===== src/rtl/mem_pkg.sv =====
// rtl/mem_pkg.sv - shared constants, types and decode helpers for the MEM-stage access unit
//
// Purpose: one-hot load/store bit positions, FSM state encodings and small decode
// functions used by mem_access_unit and load_align.
// Ports: none (package).
// Config macro: MEM_MISALIGN_TRAP_EN (consumers use ls_misaligned only when defined).

package mem_pkg;

  localparam int LS_INFO_W = 11;

  // One-hot bit positions inside load_store_info.
  localparam int LS_LB  = 0;
  localparam int LS_LH  = 1;
  localparam int LS_LW  = 2;
  localparam int LS_LD  = 3;
  localparam int LS_LBU = 4;
  localparam int LS_LHU = 5;
  localparam int LS_LWU = 6;
  localparam int LS_SB  = 7;
  localparam int LS_SH  = 8;
  localparam int LS_SW  = 9;
  localparam int LS_SD  = 10;

  // FSM states (2-bit encodings kept as plain constants).
  localparam logic [1:0] ST_IDLE = 2'd0;
  localparam logic [1:0] ST_REQ  = 2'd1;
  localparam logic [1:0] ST_WAIT = 2'd2;
  localparam logic [1:0] ST_DONE = 2'd3;

  typedef enum logic [1:0] {
    SZ_B = 2'd0,
    SZ_H = 2'd1,
    SZ_W = 2'd2,
    SZ_D = 2'd3
  } acc_size_e;

  // Exactly one bit set; zero or several bits means "no access".
  function automatic logic ls_legal(input logic [LS_INFO_W-1:0] ls);
    return (ls != '0) && ((ls & (ls - 1'b1)) == '0);
  endfunction

  function automatic logic ls_is_store(input logic [LS_INFO_W-1:0] ls);
    return ls[LS_SB] | ls[LS_SH] | ls[LS_SW] | ls[LS_SD];
  endfunction

  function automatic acc_size_e ls_size(input logic [LS_INFO_W-1:0] ls);
    if (ls[LS_LD] | ls[LS_SD])
      return SZ_D;
    else if (ls[LS_LW] | ls[LS_LWU] | ls[LS_SW])
      return SZ_W;
    else if (ls[LS_LH] | ls[LS_LHU] | ls[LS_SH])
      return SZ_H;
    else
      return SZ_B;
  endfunction

  // Clear the offset bits below the access size.
  function automatic logic [2:0] align_off(input acc_size_e sz, input logic [2:0] o);
    case (sz)
      SZ_H:    return {o[2:1], 1'b0};
      SZ_W:    return {o[2], 2'b00};
      SZ_D:    return 3'b000;
      default: return o;
    endcase
  endfunction

  function automatic logic ls_misaligned(input acc_size_e sz, input logic [2:0] o);
    case (sz)
      SZ_H:    return o[0];
      SZ_W:    return |o[1:0];
      SZ_D:    return |o;
      default: return 1'b0;
    endcase
  endfunction

endpackage


===== src/rtl/mem_access_unit_load_align.sv =====
// rtl/mem_access_unit_load_align.sv - shift raw doubleword to the access offset and extend
//
// Purpose: combinational load-data alignment for the MEM stage.
// Ports:
//   raw       in  64  raw doubleword from the data bus
//   offset    in  3   byte offset inside the doubleword
//   load_sel  in  7   load bits of load_store_info {lwu,lhu,lbu,ld,lw,lh,lb}
//   result    out 64  aligned, sign/zero-extended load value (0 if no load bit set)

module load_align
  import mem_pkg::*;
(
  input  logic [63:0] raw,
  input  logic [2:0]  offset,
  input  logic [6:0]  load_sel,
  output logic [63:0] result
);

  logic [63:0] shifted;

  assign shifted = raw >> {offset, 3'b000};

  always_comb begin
    result = '0;
    if (load_sel[LS_LB])
      result = {{56{shifted[7]}}, shifted[7:0]};
    else if (load_sel[LS_LH])
      result = {{48{shifted[15]}}, shifted[15:0]};
    else if (load_sel[LS_LW])
      result = {{32{shifted[31]}}, shifted[31:0]};
    else if (load_sel[LS_LD])
      result = shifted;
    else if (load_sel[LS_LBU])
      result = {56'd0, shifted[7:0]};
    else if (load_sel[LS_LHU])
      result = {48'd0, shifted[15:0]};
    else if (load_sel[LS_LWU])
      result = {32'd0, shifted[31:0]};
  end

endmodule


===== src/rtl/mem_access_unit.sv =====
// rtl/mem_access_unit.sv - MEM-stage load/store to valid/ready data-bus bridge
//
// Purpose: issues one bus transaction per load/store from EX/MEM, waits for the
// response, aligns/extends load data, and stalls the pipeline while in flight.
// Ports:
//   clk, rst                      clock, synchronous active-high reset
//   regM_i_ls_info/regdata2/alu_result   EX/MEM outputs (one-hot op, store data, address)
//   ext_hold_i                    downstream stall from elsewhere in the pipeline
//   dbus_req_*                    request channel (valid/ready, addr, wen, wdata, wstrb)
//   dbus_resp_valid/rdata         one-cycle response / store ack
//   mem_o_stall                   freeze IF..EX/MEM
//   mem_o_rdata, mem_o_done       load result and one-cycle completion pulse
//   mem_o_misalign                only with MEM_MISALIGN_TRAP_EN: misaligned access trap
// Config macro: MEM_MISALIGN_TRAP_EN enables the misalignment trap; otherwise the
// offset is silently rounded down to the access size.

module mem_access_unit
  import mem_pkg::*;
#(
  parameter int ADDR_W = 64,
  parameter int LS_W   = LS_INFO_W
) (
  input  logic              clk,
  input  logic              rst,
  input  logic [LS_W-1:0]   regM_i_ls_info,
  input  logic [63:0]       regM_i_regdata2,
  input  logic [63:0]       regM_i_alu_result,
  input  logic              ext_hold_i,
  output logic              dbus_req_valid,
  input  logic              dbus_req_ready,
  output logic [ADDR_W-1:0] dbus_req_addr,
  output logic              dbus_req_wen,
  output logic [63:0]       dbus_req_wdata,
  output logic [7:0]        dbus_req_wstrb,
  input  logic              dbus_resp_valid,
  input  logic [63:0]       dbus_resp_rdata,
  output logic              mem_o_stall,
  output logic [63:0]       mem_o_rdata,
  output logic              mem_o_done
`ifdef MEM_MISALIGN_TRAP_EN
  ,
  output logic              mem_o_misalign
`endif
);

  logic [1:0]      state;
  logic [1:0]      state_nxt;
  logic [LS_W-1:0] ls_r;
  logic [2:0]      off_r;
  logic            ls_ok;
  acc_size_e       sz;
  logic [2:0]      off;
  logic [7:0]      strb_c;
  logic [63:0]     wdata_c;
  logic [63:0]     aligned;

  assign ls_ok = ls_legal(regM_i_ls_info);
  assign sz    = ls_size(regM_i_ls_info);

`ifdef MEM_MISALIGN_TRAP_EN
  logic misal;
  assign off   = regM_i_alu_result[2:0];
  assign misal = ls_misaligned(sz, off);
`else
  assign off   = align_off(sz, regM_i_alu_result[2:0]);
`endif

  always_comb begin
    strb_c  = 8'h00;
    wdata_c = regM_i_regdata2;
    case (sz)
      SZ_B: begin
        strb_c  = 8'h01 << off;
        wdata_c = {8{regM_i_regdata2[7:0]}};
      end
      SZ_H: begin
        strb_c  = 8'h03 << off;
        wdata_c = {4{regM_i_regdata2[15:0]}};
      end
      SZ_W: begin
        strb_c  = 8'h0F << off;
        wdata_c = {2{regM_i_regdata2[31:0]}};
      end
      default: begin
        strb_c  = 8'hFF;
        wdata_c = regM_i_regdata2;
      end
    endcase
  end

  always_comb begin
    state_nxt = state;
    case (state)
      ST_IDLE: begin
        if (ls_ok) begin
`ifdef MEM_MISALIGN_TRAP_EN
          state_nxt = misal ? ST_DONE : ST_REQ;
`else
          state_nxt = ST_REQ;
`endif
        end
      end
      ST_REQ:  if (dbus_req_ready) state_nxt = ST_WAIT;
      ST_WAIT: if (dbus_resp_valid) state_nxt = ST_DONE;
      ST_DONE: if (!ext_hold_i) state_nxt = ST_IDLE;
      default: state_nxt = ST_IDLE;
    endcase
  end

  assign dbus_req_valid = (state == ST_REQ);
  // Stall rises in the same IDLE cycle the access is seen so EX/MEM holds it.
  assign mem_o_stall    = ((state == ST_IDLE) && ls_ok) || (state == ST_REQ) || (state == ST_WAIT);

  load_align u_load_align (
    .raw      (dbus_resp_rdata),
    .offset   (off_r),
    .load_sel (ls_r[LS_LWU:LS_LB]),
    .result   (aligned)
  );

  always_ff @(posedge clk) begin
    if (rst) begin
      state          <= ST_IDLE;
      ls_r           <= '0;
      off_r          <= '0;
      dbus_req_addr  <= '0;
      dbus_req_wen   <= 1'b0;
      dbus_req_wdata <= '0;
      dbus_req_wstrb <= '0;
      mem_o_rdata    <= '0;
      mem_o_done     <= 1'b0;
`ifdef MEM_MISALIGN_TRAP_EN
      mem_o_misalign <= 1'b0;
`endif
    end else begin
      state <= state_nxt;
      // Pulse only on entry so a held DONE does not report completion twice.
      mem_o_done <= (state != ST_DONE) && (state_nxt == ST_DONE);
`ifdef MEM_MISALIGN_TRAP_EN
      mem_o_misalign <= (state == ST_IDLE) && (state_nxt == ST_DONE);
`endif
      if ((state == ST_IDLE) && (state_nxt == ST_REQ)) begin
        ls_r           <= regM_i_ls_info;
        off_r          <= off;
        dbus_req_addr  <= {regM_i_alu_result[ADDR_W-1:3], 3'b000};
        dbus_req_wen   <= ls_is_store(regM_i_ls_info);
        dbus_req_wdata <= wdata_c;
        dbus_req_wstrb <= ls_is_store(regM_i_ls_info) ? strb_c : 8'h00;
      end
      if ((state == ST_WAIT) && dbus_resp_valid && !ls_is_store(ls_r))
        mem_o_rdata <= aligned;
    end
  end

endmodule


===== config.mk =====
export PLATFORM = sky130hd
export DESIGN_NAME = mem_access_unit
export DESIGN_NICKNAME = d
export VERILOG_FILES = /design/src/rtl/mem_pkg.sv /design/src/rtl/mem_access_unit_load_align.sv /design/src/rtl/mem_access_unit.sv
export SDC_FILE = /design/constraint.sdc
export NUM_CORES = 1
export LEC_CHECK = 0
export ABC_AREA = 1
export ABC_CLOCK_PERIOD_IN_PS = 3600
export BUFFER_PORTS_ARGS = -buffer_cell sky130_fd_sc_hd__buf_2
export CAP_MARGIN = 5
export CORE_MARGIN = 1
export CORE_UTILIZATION = 40
export DETAILED_ROUTE_END_ITERATION = 16
export PLACE_DENSITY = 0.67
export SLEW_MARGIN = 30
export SYNTH_ARGS = -nofsm -noshare
export SYNTH_HDL_FRONTEND = slang
export SYNTH_SLANG_ARGS = --single-unit

===== constraint.sdc =====
create_clock -name clk -period 3.6 [get_ports clk]
set_clock_uncertainty 0.05 [all_clocks]
set_input_delay 0.36 -clock clk [delete_from_list [all_inputs] [get_ports clk]]
set_output_delay 0.36 -clock clk [all_outputs]
set_load 0.005 [all_outputs]

# Yosys cells after proc, flatten, opt, wreduce, memory -nomap -nowiden
# Index checks and enable logic that the tools add are counted.
dict set report word_totals {
  romBits 0
  mem_count 0
  output_inout_bits 204
  mem_bits_rw 0
  input_bits 208
  wordCells 67
  register_bits 215
  latchBits 0
}
dict set report op_classes {
  eq_ne 9
  magnitude_cmp 0
  shifts 4
  div_mod_pow 0
  bitwise 12
  add_sub_neg 1
  n_reduce_logical 13
  multipliers 0
  muxes 19
}
# operator count
set ops {}
lappend ops {{$mux 64} 6}
lappend ops {{$pmux 64 s3} 1}
lappend ops {{$shr 64x6->64} 1}
lappend ops {{$mux 32} 1}
lappend ops {{$pmux 8 s3} 1}
lappend ops {{$mux 2} 6}
lappend ops {{$and 11x11->11} 1}
lappend ops {{$logic_not 11->1} 1}
lappend ops {{$or 1x1->1} 11}
lappend ops {{$reduce_bool 11->1} 1}
lappend ops {{$sub 11x1->11 const B} 1}
lappend ops {{$eq 2x2->1 const B} 5}
lappend ops {{$pmux 3 s3} 1}
lappend ops {{$mux 8} 1}
lappend ops {{$pmux 2 s4} 1}
lappend ops {{$shl 1x3->8 const A} 1}
lappend ops {{$shl 2x3->8 const A} 1}
lappend ops {{$shl 4x3->8 const A} 1}
lappend ops {{$eq 2x1->1 const B} 3}
lappend ops {{$logic_and 1x1->1} 6}
lappend ops {{$logic_not 2->1} 2}
lappend ops {{$logic_or 1x1->1} 2}
lappend ops {{$ne 2x2->1 const B} 1}
lappend ops {{$logic_not 1->1} 1}
lappend ops {{$mux 1} 1}

# Depth between registers and ports, before layout
dict set report depth {
  ltp_word 10
  ltp_mapped 15
  depth_no_buf 14
}

# Modules after synthesis
# A second synthesis with hierarchy kept.
dict set report hier_totals {
  hier_cells 2106
  hier_area_um2 12315.6
}
# mod n_inst seq_area_each_um2 area_each_um2 cells_per_inst
set modules_own_cells {}
lappend modules_own_cells {mem_access_unit 1 4304.1 9684.3 1539}
lappend modules_own_cells {load_align 1 0.0 2631.3 567}

# Worst setup path before layout
# Ideal clock, no wire load.
dict set report synth_path {
  path_kind {input to register}
  start {in regM_i_ls_info[10]}
  end {reg dbus_req_wstrb[7]}
  t_required_ps 3480
  arrival_ps 2352
  cell_stages 15
  n_path_buf 3
  setup_ps 70
  setup_slack_ps 1127
  cell_sequence {nor2_1 > clkbuf_1 > buf_2 > nand2_1 > inv_1 > ha_1 > buf_2 > nor2_1 > nor2_1 > nand2_1 > nand2_1 > nand2_1 > a21oi_1 > nand4_1 > a21oi_1}
}
dict set report synth_between {
  elab_chain_cells 8
  word_cells_on_any_way 22
  classes_between {1 x add/sub; 4 x eq/ne; 3 x shift; 6 x mux; 3 x bitwise; 5 x reduce/logical}
}
# element line
set synth_rtl {}
lappend synth_rtl {{from (decl)} mem_access_unit.sv:25} ;# input logic [LS_W-1:0] regM_i_ls_info,
lappend synth_rtl {{$sub 11x1->11} mem_pkg.sv:40} ;# return (ls != '0) && ((ls & (ls - 1'b1)) == '0);
lappend synth_rtl {{$and 11x11->11} mem_pkg.sv:40}
lappend synth_rtl {{$logic_not 11->1} mem_pkg.sv:40}
lappend synth_rtl {{$logic_and 1x1->1} mem_pkg.sv:40}
lappend synth_rtl {{$mux 2} mem_access_unit.sv:95} ;# if (ls_ok) begin
lappend synth_rtl {{$pmux 2 s4} mem_access_unit.sv:93} ;# case (state)
lappend synth_rtl {{$eq 2x1->1} mem_access_unit.sv:142} ;# if ((state == ST_IDLE) && (state_nxt == ST_REQ)) begin
lappend synth_rtl {{$logic_and 1x1->1} mem_access_unit.sv:142}
lappend synth_rtl {{to (signal assigned)} mem_access_unit.sv:148} ;# dbus_req_wstrb <= ls_is_store(regM_i_ls_info) ? strb_c : 8'h00;
lappend synth_rtl {{to (decl)} mem_access_unit.sv:34} ;# output logic [7:0] dbus_req_wstrb,
# Parallel ways exist; a longest one is shown, timed or not.
# A chain may end at the register's enable or synchronous reset.

# Worst setup path in the final report
dict set report layout_path {
  start {reg off_r[2]}
  end {reg mem_o_rdata[46]}
}
dict set report layout_between {
  elab_chain_cells 5
}
# element line
set layout_rtl {}
lappend layout_rtl {{from (decl)} mem_access_unit.sv:49} ;# logic [2:0] off_r;
lappend layout_rtl {{from (signal assigned)} mem_access_unit.sv:125} ;# off_r <= '0;
lappend layout_rtl {{from (signal assigned)} mem_access_unit.sv:144} ;# off_r <= off;
lappend layout_rtl {{$shr 64x6->64 (*)} mem_access_unit_load_align.sv:21} ;# assign shifted = raw >> {offset, 3'b000};
lappend layout_rtl {{$mux 64} mem_access_unit_load_align.sv:31} ;# else if (load_sel[LS_LD])
lappend layout_rtl {{$mux 64} mem_access_unit_load_align.sv:29} ;# else if (load_sel[LS_LW])
lappend layout_rtl {{$mux 64} mem_access_unit_load_align.sv:27} ;# else if (load_sel[LS_LH])
lappend layout_rtl {{$mux 64 (*)} mem_access_unit_load_align.sv:25} ;# if (load_sel[LS_LB])
lappend layout_rtl {{to (signal assigned)} mem_access_unit.sv:151} ;# mem_o_rdata <= aligned;
lappend layout_rtl {{to (decl)} mem_access_unit.sv:38} ;# output logic [63:0] mem_o_rdata,
# Mark *: on every way between the ends. The rest lies on a longest branch, timed or not.

==> impl_metrics.csv <==
group,metric,value,unit
pwr,switching_share,24.5,%
cells_and_area,drive_gt1_share,24.8,%
timing,rsz0062_at_grt,"false",
timing,hold_violations,0,
clock_tree,cts_max_path_buffers,3,
cells_and_area,fillers,2860,
synth,synthSimpleGateAreaFrac,33.6,%
synth,yosys_register_bits,215,
pwr,vdd_drop_max,0.271,mV
detailed_routing,dr_wl_met3,4040,microns
detailed_routing,dr.max_layer_used,"met4",
detailed_routing,met2_length,21000,microns
worst_setup_path,cp.arrival,2920,ps
timing,worstMarginPinSlew,941,ps
detailed_routing,routed_wl,45500,microns
pwr,p_switching,1.39,mW
synth,synth_cell_types,33,
die,start_util,40.8,%
worst_setup_path,crit_required,3940,ps
pwr,power,5.67,mW
worst_setup_path,r2r_setup_slack,1030,ps
pwr,pwr-share-comb,8.4,%
clock_tree,cts_tree,"done",
die,die_h,171,microns
clock_tree,post_cts.repair.setup_buffers,0,
placed_design,place.gp.congestion,0.970,
min_path,hold_start,"ext_hold_i",
die,placementRows,61,
global_routing,grt_pass1_vias,12400,
cells_and_area,nNetsFinal,2247,
cells_and_area,most-common-layout-cells,"596 x nand2_1, 407 x buf_2, 214 x dfxtp_1, 211 x a21oi_1, 137 x nand4_1",
detailed_routing,num_vias,13400,
detailed_routing,routed_via_density,5.47,
detailed_routing,firstDrtPassIters,5,
pwr,p_seq_share,42.0,%
clock_tree,cts_root_buffer,"clkbuf_16",
synth,synthesis.area,0.0114,sq mm
worst_setup_path,regToRegStartpoint,"off_r[2]",
worst_setup_path,end_kind,"register",
detailed_routing,drt_iter0_markers,1247,
clock_tree,hold_buffers,0,
min_path,holdPathEnd,"state[1]",
pwr,power.share.clock,49.6,%
cells_and_area,final_common_cell,"nand2_1",
synth,synth_seq_area_share,37.9,%
timing,fin_crit_sh,71.5,%
pwr,intPower,4.28,mW
worst_setup_path,r2r-end,"mem_o_rdata[46]",
global_routing,grt_max_degree,139,
pwr,power_density,394,mW/mm^2
synth,synth_top_family_by_area,"simple AND/OR/NAND/NOR gates",
timing,fin_crit,2570,ps
clock_tree,clock_latency,530,ps
outcome,status,"completed",
clock_tree,htree_levels,1,
clock_tree,cts_buffers,26,
timing,fmax,388,MHz
worst_setup_path,cp-start-kind,"register",
cells_and_area,area_growth,26.6,%
detailed_routing,final_antenna_net_count,0,
synth,synth.avg_cell_area,6.58,sq um
worst_setup_path,cp_max_fo,48,
global_routing,antenna_found_initial,10,
synth,synthAdderAreaFrac,0.440,%
synth,syn_inst,1728,
placed_design,io_buffer_count,408,
timing,finalSetupViolCount,0,
timing,finalMaxSlewViolations,0,
die,die_w,171,microns
die,fp.dieArea,0.0291,sq mm
synth,yosysWarnings,0,
timing,max_slew_margin,37.0,%
synth,synthXorXnorAreaFrac,0,%
pwr,leakage,6.93,nW
placed_design,hpwl,31700,microns
worst_setup_path,r2r_cells,8,
synth,synth_compound_area_share,18.8,%
clock_tree,clk_pin_slew,70,ps
die,io_pins,412,
global_routing,grt_overflow_total,0,
detailed_routing,met1_length,18200,microns
min_path,hold_path_depth,3,
run,drv_cap,0,
clock_tree,clock_sinks,215,
global_routing,grt_first_pass_wirelength,69600,microns
detailed_routing,wire_per_inst,18.6,microns
worst_setup_path,worstSetupPathType,"reg2reg",
clock_tree,cts_resized,0,
synth,synth.area.mux_share,0.705,%
global_routing,track_usage,30.5,%
min_path,hp-class,"in2reg",
detailed_routing,drc_errors,0,
timing,tns,0,ps
die,core,0.0279,sq mm
==> area by class of cell <==
class | count | area [sq um] | share of cell area [%]
inverter | 64 | 243 | 1.69
tap | 378 | 473 | 3.29
timing repair buffer | 432 | 2290 | 15.9
antenna | 9 | 22.5 | 0.156
multi-input combinational | 1296 | 6140 | 42.7
sequential | 215 | 4310 | 29.9
clock inverter | 14 | 174 | 1.21
clock buffer | 34 | 742 | 5.16
==> sequential cells by signal, summed over array words and instances, names as in the netlist <==
signal / flops
dbus_req_addr: 61
dbus_req_wdata: 64
dbus_req_wen: 1
dbus_req_wstrb: 8
ls_r: 11
mem_o_done: 1
mem_o_rdata: 64
off_r: 3
state: 2
==> layer usage <==
layer | track usage, % | vias to the layer above
met4 | 14.5 | 0
li1 | - | 6431
met3 | 6.27 | 124
met2 | 49.9 | 668
met5 | 0 | -
met1 | 38.2 | 6146
==> critical path: stages (launching register included) <==
cell,delay [ps]
dfxtp_1,680
inv_1,400
nand3_1,180
nand2_1,110
nand2_2,200
nand2_1,100
nor2_2,80
buf_4,430
a21oi_1,150
==> power by group through the flow <==
stage	Clock [mW]	Combinational, mW	Sequential, mW
finish	2.81	0.474	2.39
global route	2.97	0.520	2.38
CTS	2.86	0.466	2.39
detailed placement	0	0.462	2.44
global placement	0	0.464	2.44
floorplan	0	0.240	2.44
==> cell families after synthesis <==
group           after synthesis
compound gates              391
mux                           8
other cells                   1
simple gates                890
buf+inv                     219
fa+ha+maj                     4
flops                       215
==> synth_stat cells (all sizes together) <==
cell type	n	area, sq um
a21boi	1	7.51
a21o	17	128
a21oi	212	1060
a22oi	1	7.51
a31oi	2	12.5
and2	2	12.5
buf	69	398
clkbuf	86	323
conb	1	3.75
dfxtp	215	4300
ha	4	50.1
inv	64	240
mux2i	8	80.1
nand2	600	2260
nand3	58	295
nand4	137	857
nor2	76	300
nor3	4	20.0
o211ai	48	360
o21ai	107	536
o221ai	1	8.76
o311ai	2	17.5
or2	13	81.3
==> per-stage QoR <==
stage               cell area (sq um)  util, %  instances  worst slack [ps]  hold slack [ps]
finish                          14400     51.7       2442              1030             30.6
CTS                             14400     51.6       2433               995             19.0
global placement                13500     48.3       2385               678              395
detailed placement              13500     48.3       2385               687              400
floorplan                       11400        -       1730              1130              406
global route                    14400     51.7       2442               823             32.2
==> how the worst max path moves through the flow <==
stage	depth (start not counted)	slack, ps	endpoint	startpoint
after CTS	12	1000	mem_o_stall	regM_i_ls_info[2]
after global placement	14	680	dbus_req_wstrb[7]	regM_i_ls_info[8]
after global routing	12	820	mem_o_stall	regM_i_ls_info[2]
after floorplan	15	1130	dbus_req_wstrb[7]	regM_i_ls_info[10]
final	8	1030	mem_o_rdata[46]	off_r[2]
after detailed placement	14	690	dbus_req_wstrb[7]	regM_i_ls_info[8]
Power figures use the tool's default switching activity.
